===== src/rtl/status_regs_pkg.sv =====
// Shared constants for the transmission status bank: FSM encodings, register indices and
// reg0 bit positions, also used by the LED controller and the PS readback path.
package status_regs_pkg;

  typedef enum logic [1:0] {
    StIdle   = 2'b00,
    StActive = 2'b01,
    StDone   = 2'b10
  } tx_state_e;

  localparam int unsigned NUM_STATUS_REGS = 7;

  localparam int unsigned REG_CTRL    = 0;
  localparam int unsigned REG_FRAMES  = 1;
  localparam int unsigned REG_TOTAL   = 2;
  localparam int unsigned REG_OVF_CNT = 3;
  localparam int unsigned REG_WMARK   = 4;
  localparam int unsigned REG_CYCLES  = 5;
  localparam int unsigned REG_ID      = 6;

  localparam int unsigned BIT_LIMIT  = 0;
  localparam int unsigned BIT_ACTIVE = 1;
  localparam int unsigned BIT_OVF    = 2;
  localparam int unsigned STATE_LSB  = 4;

endpackage


===== src/rtl/sat_counter32.sv =====
// 32-bit counter with synchronous clear, optional load and increment that saturates at all-ones.
module sat_counter32 (
  input  logic        clk,
  input  logic        rstn,
  input  logic        clr,
  input  logic        inc,
  input  logic        load,
  input  logic [31:0] load_value,
  output logic [31:0] count
);

  logic [31:0] count_q, count_d;

  always_comb begin
    count_d = count_q;
    if (clr) begin
      // An event coinciding with the clear is the first one counted afterwards.
      count_d = {31'b0, inc};
    end else if (load) begin
      count_d = load_value;
    end else if (inc && (count_q != 32'hFFFF_FFFF)) begin
      count_d = count_q + 32'd1;
    end
  end

  always_ff @(posedge clk or negedge rstn) begin
    if (!rstn) begin
      count_q <= '0;
    end else begin
      count_q <= count_d;
    end
  end

  assign count = count_q;

endmodule


===== src/rtl/transmission_status_tracker.sv =====
// Tracks generator run state (start/abort/loop completion), FIFO overflow and watermark, and
// packs everything into the 7x32-bit status bank read by the LED controller and the PS.
module transmission_status_tracker
  import status_regs_pkg::*;
#(
  parameter logic [15:0] VERSION_ID       = 16'h0001,
  parameter int unsigned FIFO_LEVEL_WIDTH = 16
) (
  input  logic                        clk,
  input  logic                        rstn,
  input  logic                        ctrl_enable,
  input  logic [31:0]                 loop_limit,
  input  logic                        frame_done,
  input  logic                        fifo_overflow,
  input  logic [FIFO_LEVEL_WIDTH-1:0] fifo_level,
  input  logic                        clear_errors,
  output logic                        transmission_active,
  output logic                        loop_limit_reached,
  output logic [32*NUM_STATUS_REGS-1:0] status_regs_pl
);

  tx_state_e                   state_q, state_d;
  logic                        enable_q;
  logic                        start;
  logic [31:0]                 limit_q, limit_d;
  logic [31:0]                 frame_count_q, frame_count_d;
  logic [31:0]                 total_frames_q, total_frames_d;
  logic [31:0]                 run_cycles_q, run_cycles_d;
  logic [15:0]                 run_count_q, run_count_d;
  logic                        limit_reached_q, limit_reached_d;
  logic                        ovf_sticky_q, ovf_sticky_d;
  logic [FIFO_LEVEL_WIDTH-1:0] watermark_q, watermark_d;
  logic [31:0]                 overflow_count;
  logic [31:0]                 regs [NUM_STATUS_REGS];

  assign start = ctrl_enable & ~enable_q;

  always_comb begin
    state_d         = state_q;
    limit_d         = limit_q;
    frame_count_d   = frame_count_q;
    total_frames_d  = total_frames_q;
    run_cycles_d    = run_cycles_q;
    run_count_d     = run_count_q;
    limit_reached_d = limit_reached_q;

    case (state_q)
      StIdle: begin
        if (start) begin
          state_d         = StActive;
          limit_d         = loop_limit;
          frame_count_d   = '0;
          run_cycles_d    = '0;
          run_count_d     = run_count_q + 16'd1;
          limit_reached_d = 1'b0;
        end
      end
      StActive: begin
        run_cycles_d = run_cycles_q + 32'd1;
        if (frame_done) begin
          frame_count_d  = frame_count_q + 32'd1;
          total_frames_d = total_frames_q + 32'd1;
          // A completing frame takes priority over a simultaneous abort.
          if ((limit_q != '0) && (frame_count_d == limit_q)) begin
            state_d         = StDone;
            limit_reached_d = 1'b1;
          end else if (!ctrl_enable) begin
            state_d = StIdle;
          end
        end else if (!ctrl_enable) begin
          state_d = StIdle;
        end
      end
      StDone: begin
        if (!ctrl_enable) begin
          state_d = StIdle;
        end
      end
      default: state_d = StIdle;
    endcase
  end

  always_comb begin
    ovf_sticky_d = clear_errors ? fifo_overflow : (ovf_sticky_q | fifo_overflow);
    if (clear_errors || (fifo_level > watermark_q)) begin
      watermark_d = fifo_level;
    end else begin
      watermark_d = watermark_q;
    end
  end

  always_ff @(posedge clk or negedge rstn) begin
    if (!rstn) begin
      state_q         <= StIdle;
      enable_q        <= 1'b0;
      limit_q         <= '0;
      frame_count_q   <= '0;
      total_frames_q  <= '0;
      run_cycles_q    <= '0;
      run_count_q     <= '0;
      limit_reached_q <= 1'b0;
      ovf_sticky_q    <= 1'b0;
      watermark_q     <= '0;
    end else begin
      state_q         <= state_d;
      enable_q        <= ctrl_enable;
      limit_q         <= limit_d;
      frame_count_q   <= frame_count_d;
      total_frames_q  <= total_frames_d;
      run_cycles_q    <= run_cycles_d;
      run_count_q     <= run_count_d;
      limit_reached_q <= limit_reached_d;
      ovf_sticky_q    <= ovf_sticky_d;
      watermark_q     <= watermark_d;
    end
  end

  sat_counter32 u_overflow_count (
    .clk        (clk),
    .rstn       (rstn),
    .clr        (clear_errors),
    .inc        (fifo_overflow),
    .load       (1'b0),
    .load_value (32'd0),
    .count      (overflow_count)
  );

  // Bus is a pure repacking of flops, so it inherits their registered timing and async reset.
  always_comb begin
    for (int k = 0; k < NUM_STATUS_REGS; k++) begin
      regs[k] = '0;
    end
    regs[REG_CTRL][BIT_LIMIT]        = limit_reached_q;
    regs[REG_CTRL][BIT_ACTIVE]       = (state_q == StActive);
    regs[REG_CTRL][BIT_OVF]          = ovf_sticky_q;
    regs[REG_CTRL][STATE_LSB +: 2]   = state_q;
    regs[REG_FRAMES]                 = frame_count_q;
    regs[REG_TOTAL]                  = total_frames_q;
    regs[REG_OVF_CNT]                = overflow_count;
    regs[REG_WMARK]                  = 32'(watermark_q);
    regs[REG_CYCLES]                 = run_cycles_q;
    regs[REG_ID]                     = {VERSION_ID, run_count_q};
  end

  always_comb begin
    status_regs_pl = '0;
    for (int k = 0; k < NUM_STATUS_REGS; k++) begin
      status_regs_pl[32*k +: 32] = regs[k];
    end
  end

  assign transmission_active = (state_q == StActive);
  assign loop_limit_reached  = limit_reached_q;

endmodule


===== config.mk =====
export PLATFORM = sky130hd
export DESIGN_NAME = transmission_status_tracker
export DESIGN_NICKNAME = d
export VERILOG_FILES = /design/src/rtl/status_regs_pkg.sv /design/src/rtl/sat_counter32.sv /design/src/rtl/transmission_status_tracker.sv
export SDC_FILE = /design/constraint.sdc
export NUM_CORES = 1
export LEC_CHECK = 0
export CORE_UTILIZATION = 54
export DETAILED_ROUTE_END_ITERATION = 10
export GPL_ROUTABILITY_DRIVEN = 0
export GPL_TIMING_DRIVEN = 0
export HOLD_SLACK_MARGIN = 0.06
export MAX_ROUTING_LAYER = met4
export PLACE_DENSITY = 0.87
export SKIP_CTS_REPAIR_TIMING = 1
export SYNTH_ARGS = -nofsm -noshare
export SYNTH_HDL_FRONTEND = slang
export SYNTH_SLANG_ARGS = --single-unit

===== constraint.sdc =====
create_clock -name clk -period 5.8 [get_ports clk]
set_input_delay 0.87 -clock clk [delete_from_list [all_inputs] [get_ports clk]]
set_output_delay 0.87 -clock clk [all_outputs]
set_load 0.01 [all_outputs]

# Word-level counts from Yosys, hierarchy flattened
# Index checks and enable logic that the tools add are counted.
[op_classes]
add_sub_neg = 5
multipliers = 0
div_mod_pow = 0
magnitude_cmp = 1
n_eq_ne = 7
n_shift = 0
mux = 16
bitwise_logic = 3
n_reduce_logical = 12
[ops]
columns = ["cell", "n"]
rows = [
  ["$add 32x1->32 const B", 4],
  ["$mux 32", 4],
  ["$pmux 32 s2", 2],
  ["$eq 32x32->1", 1],
  ["$ne 32x32->1 const B", 1],
  ["$reduce_bool 32->1", 1],
  ["$add 16x1->16 const B", 1],
  ["$gt 16x16->1", 1],
  ["$mux 2", 4],
  ["$pmux 2 s3", 1],
  ["$reduce_and 2->1", 3],
  ["$mux 1", 4],
  ["$ne 2x2->1 const B", 2],
  ["$reduce_and 4->1", 1],
  ["$reduce_bool 2->1", 2],
  ["$reduce_and 3->1", 1],
  ["$eq 2x1->1 const B", 1],
  ["$eq 2x2->1 const B", 1],
  ["$logic_and 1x1->1", 2],
  ["$logic_not 2->1", 1],
  ["$ne 2x1->1 const B", 1],
  ["$pmux 1 s2", 1],
  ["$and 1x1->1", 1],
  ["$logic_or 1x1->1", 1],
  ["2 further kinds", 2],
]
[word_totals]
register_bits = 197
latchBits = 0
mem_bits_rw = 0
rom_bits = 0
in_bits = 54
output_inout_bits = 226
wordCells = 55
n_memories = 0

# Logic depth before layout (Yosys ltp)
[depth]
word_depth = 6
mapped_depth = 11

# Cells and area by module
# A second synthesis with hierarchy kept.
[unflattened]
cells_unflattened = 1263
hier_area_um2 = 11409.7
[modules_own_cells]
columns = ["module", "instances", "cells_each", "area_each_um2"]
rows = [
  ["transmission_status_tracker", 1, 1008, 9175.0],
  ["sat_counter32", 1, 255, 2234.6],
]

# Least setup slack after synthesis
# OpenSTA, ideal clock, no wires.
[synth_path]
kind = "input port to flip-flop"
start = "input port fifo_level[9]"
end = "register watermark_q[10]"
setup_time_ns = 0.125
arrival_time_ns = 2.888
path_slack_ns = 2.787
stages = 9
path_cell_list = "ha_1 -> a21o_1 -> a21o_1 -> a21oi_1 -> o211ai_1 -> a21o_1 -> a21oi_1 -> buf_2 -> mux2_2"
[synth_between]
elab_chain_len = 2
[synth_lines]
columns = ["item", "line", "source"]
rows = [
  ["start, declared", "transmission_status_tracker.sv:15", "input logic [FIFO_LEVEL_WIDTH-1:0] fifo_level,"],
  ["$gt 16x16->1", "transmission_status_tracker.sv:85", "if (clear_errors || (fifo_level > watermark_q)) begin"],
  ["$logic_or 1x1->1", "transmission_status_tracker.sv:85", ""],
  ["end signal, assigned", "transmission_status_tracker.sv:114", "watermark_q <= watermark_d;"],
  ["end, declared", "transmission_status_tracker.sv:32", "logic [FIFO_LEVEL_WIDTH-1:0] watermark_q, watermark_d;"],
]
# No other way between the ends.
# A chain may end at the register's enable or synchronous reset.

# Worst setup path in the final report
[layout_path]
start = "register state_q[1]"
end = "output port status_regs_pl[1]"
[layout_between]
elab_chain_len = 1
[layout_lines]
columns = ["item", "line", "source"]
rows = [
  ["start, declared", "transmission_status_tracker.sv:22", "tx_state_e state_q, state_d;"],
  ["start signal, assigned", "transmission_status_tracker.sv:94", "state_q <= StIdle;"],
  ["start signal, assigned", "transmission_status_tracker.sv:105", "state_q <= state_d;"],
  ["$eq 2x1->1", "transmission_status_tracker.sv:134", "regs[REG_CTRL][BIT_ACTIVE] = (state_q == StActive);"],
  ["end, declared", "transmission_status_tracker.sv:19", "output logic [32*NUM_STATUS_REGS-1:0] status_regs_pl"],
]
# No other way between the ends.

==> results.sh <==
export IMPL_final_cell_mix="218 x clkdlybuf4s50_1, 197 x dfrtp_1, 189 x nand2_1"
export IMPL_start_util=0.553
export IMPL_syn_area_per_cell_um2=9.19
export IMPL_grt_ovfl_total=0
export IMPL_worst_slew_pin_slew_ns=0.739
export IMPL_cts_max_level=4
export IMPL_setup_violations=0
export IMPL_grt_max_degree=103
export IMPL_postLayoutCellArea_um2=14200
export IMPL_async_reset_ff_frac=1.00
export IMPL_final_core_util=0.726
export IMPL_synth_edf_count=0
export IMPL_p_total_mw=3.59
export IMPL_peakVddDrop_v=0.000198
export IMPL_p_int_mw=2.51
export IMPL_cellPowerDensity_nw_per_um2=253
export IMPL_grt_pass1_wl_um=45000
export IMPL_hold_class="in2async"
export IMPL_dr_total_vias=9661
export IMPL_skew_ns=0.00832
export IMPL_die_x_um=143
export IMPL_hold_viol=0
export IMPL_final_cells=1748
export IMPL_yosys_warnings=0
export IMPL_synthFlopType="dfrtp_1"
export IMPL_final_common_cell="clkdlybuf4s50_1"
export IMPL_crit_arrival_ns=2.72
export IMPL_finalSetupTns_ns=0
export IMPL_max_freq_ghz=0.279
export IMPL_placed_cells=1716
export IMPL_dieHeight_um=143
export IMPL_post_drt_wl_per_cell_um=16.3
export IMPL_synth_seq_cells=197
export IMPL_startpoint_type="register"
export IMPL_holdWs_ns=0.424
export IMPL_end_kind="primary output"
export IMPL_grt_pass1_vias=9124
export IMPL_ys_types=63
export IMPL_p_sw_mw=1.08
export IMPL_ys_seq_area_frac=0.457
export IMPL_required_ns=4.93
export IMPL_finalNetCount=1545
export IMPL_cts_tree="built"
export IMPL_diodes=0
export IMPL_clock_power_share=0.343
export IMPL_drive_above_1_share=0.0971
export IMPL_drv_cap=0
export IMPL_ant_nets=0
export IMPL_critPathMaxFanout=11
export IMPL_period_share=0.619
export IMPL_status="finished, final reports clean"
export IMPL_dpl_hpwl_um=21100
export IMPL_synth_area_leaders="dfrtp_1 46%, nand2_1 6.6%, xnor2_1 6.2%"
export IMPL_yosys_area_top_type_share=0.457
export IMPL_p_seq_frac=0.453
export IMPL_drc=0
export IMPL_min_period_ns=3.59
export IMPL_finalMaxSlewViolations=0
export IMPL_netlist_area_um2=10800
export IMPL_clkTransAtPathRegs_ns=0.08
export IMPL_netlist_instances=1174
export IMPL_io_buffers=219
export IMPL_cts_buffer_depth=2
export IMPL_dpl_cell_area_um2=13600
export IMPL_place_ws_ns=1.98
export IMPL_cts_root_buf="clkbuf_16"
export IMPL_antenna_found_initial=0
export IMPL_drt_iter0_drc=895
export IMPL_fin_ws_ns=2.21
export IMPL_critPathKind="reg2out"
export IMPL_clk_latency_ns=0.44
export IMPL_via_per_inst=5.53
export IMPL_dr_pass1_iters=5
export IMPL_combPwrFrac=0.203
export IMPL_fp_dieArea_um2=20600
export IMPL_top_level_ports=280
export IMPL_rows=51
export IMPL_area_growth_pct=31.4
export IMPL_coreArea_um2=19500
export IMPL_synth_largest_area_cell="dfrtp_1"
export IMPL_leakage_nw=6.29
export IMPL_routed_wl_um=28500
export IMPL_cts_sinks=197
export IMPL_p_sw_frac=0.302
export IMPL_numCtsBuffers=17
export IMPL_max_slew_margin=0.507
export IMPL_grt_total_usage=0.288
export IMPL_rsz0062_at_grt="false"
==> power groups by stage <==
stage | Clock (mW) | Combinational (mW) | Sequential [mW]
finish | 1.23 | 0.731 | 1.63
global route | 1.31 | 0.801 | 1.64
CTS | 1.25 | 0.731 | 1.62
detailed placement | 0 | 0.725 | 1.65
global placement | 0 | 0.702 | 1.65
floorplan | 0 | 0.378 | 1.65
==> worst paths after layout <==
check	startpoint	endpoint	slack, ns	cells past startpoint
max reg2reg	frame_count_q[12]$_DFFE_PN0P_	state_q[0]$_DFFE_PN0N_	2.62	9
min	rstn	run_cycles_q[8]$_DFFE_PN0P_	0.42	1
max	state_q[1]$_DFFE_PN0N_	status_regs_pl[1]	2.21	6
max in group asynchronous	rstn	u_overflow_count.count[8]$_DFFE_PN0P_	4.40	2
min in group clk	total_frames_q[31]$_DFFE_PN0P_	total_frames_q[31]$_DFFE_PN0P_	0.48	1
min reg2reg	total_frames_q[31]$_DFFE_PN0P_	total_frames_q[31]$_DFFE_PN0P_	0.48	1
==> cell usage after synthesis, drive strengths merged, types with 5 or more instances <==
cell type    n
a21o         7
a21oi       25
a31oi        7
and2         5
and3        25
and4        14
buf         74
clkbuf      33
dfrtp      197
ha          21
inv         37
mux2        16
mux2i       12
nand2      189
nand2b       5
nand3       79
nand4       44
nor2        90
nor2b        5
nor3        15
nor4        20
o211ai       6
o21ai       74
o31ai       16
or3          5
xnor2       77
xor2        41
==> cell type report <==
cell class,instances,area [µm²]
clock buffers,17,425
repair buffers,220,2220
well taps,265,332
clock inverters,15,195
fillers,1491,5340
inverters,37,139
flip-flops and latches,197,4930
multi-input cells,890,5280
plain buffers,107,657
==> layer usage <==
metal  wire length, µm  global-route usage
met5                 0                   -
met1             11700               0.359
met2             14000               0.474
met3              1920              0.0397
met4               856               0.116
==> registers in the layout, summed over array words and instances (netlist names) <==
signal	count
enable_q	1
frame_count_q	32
limit_q	32
loop_limit_reached	1
ovf_sticky_q	1
run_count_q	16
run_cycles_q	32
state_q	2
total_frames_q	32
u_overflow_count.count	32
watermark_q	16
==> critical path: stages (launching register included) <==
cell             delay, ns
dfrtp_1               0.43
inv_1                 0.09
nand2_1               0.23
inv_1                 0.29
buf_1                 0.52
buf_4                 0.21
clkdlybuf4s50_1       0.52
==> cell families (layout without fill, tap and decap cells) <==
group,Yosys count,in the layout,share of synthesized area
and+or+nand+nor,509,509,0.235
DFF,197,197,0.457
xor gates and xnor gates,118,118,0.0958
other,2,59,0.000696
adders and majority gates,21,21,0.0243
AOI/OAI and AO/OA,155,155,0.0858
muxes,28,28,0.0278
buffers and inverters,144,396,0.0737
No activity file was read; power rests on OpenSTA's default activity.
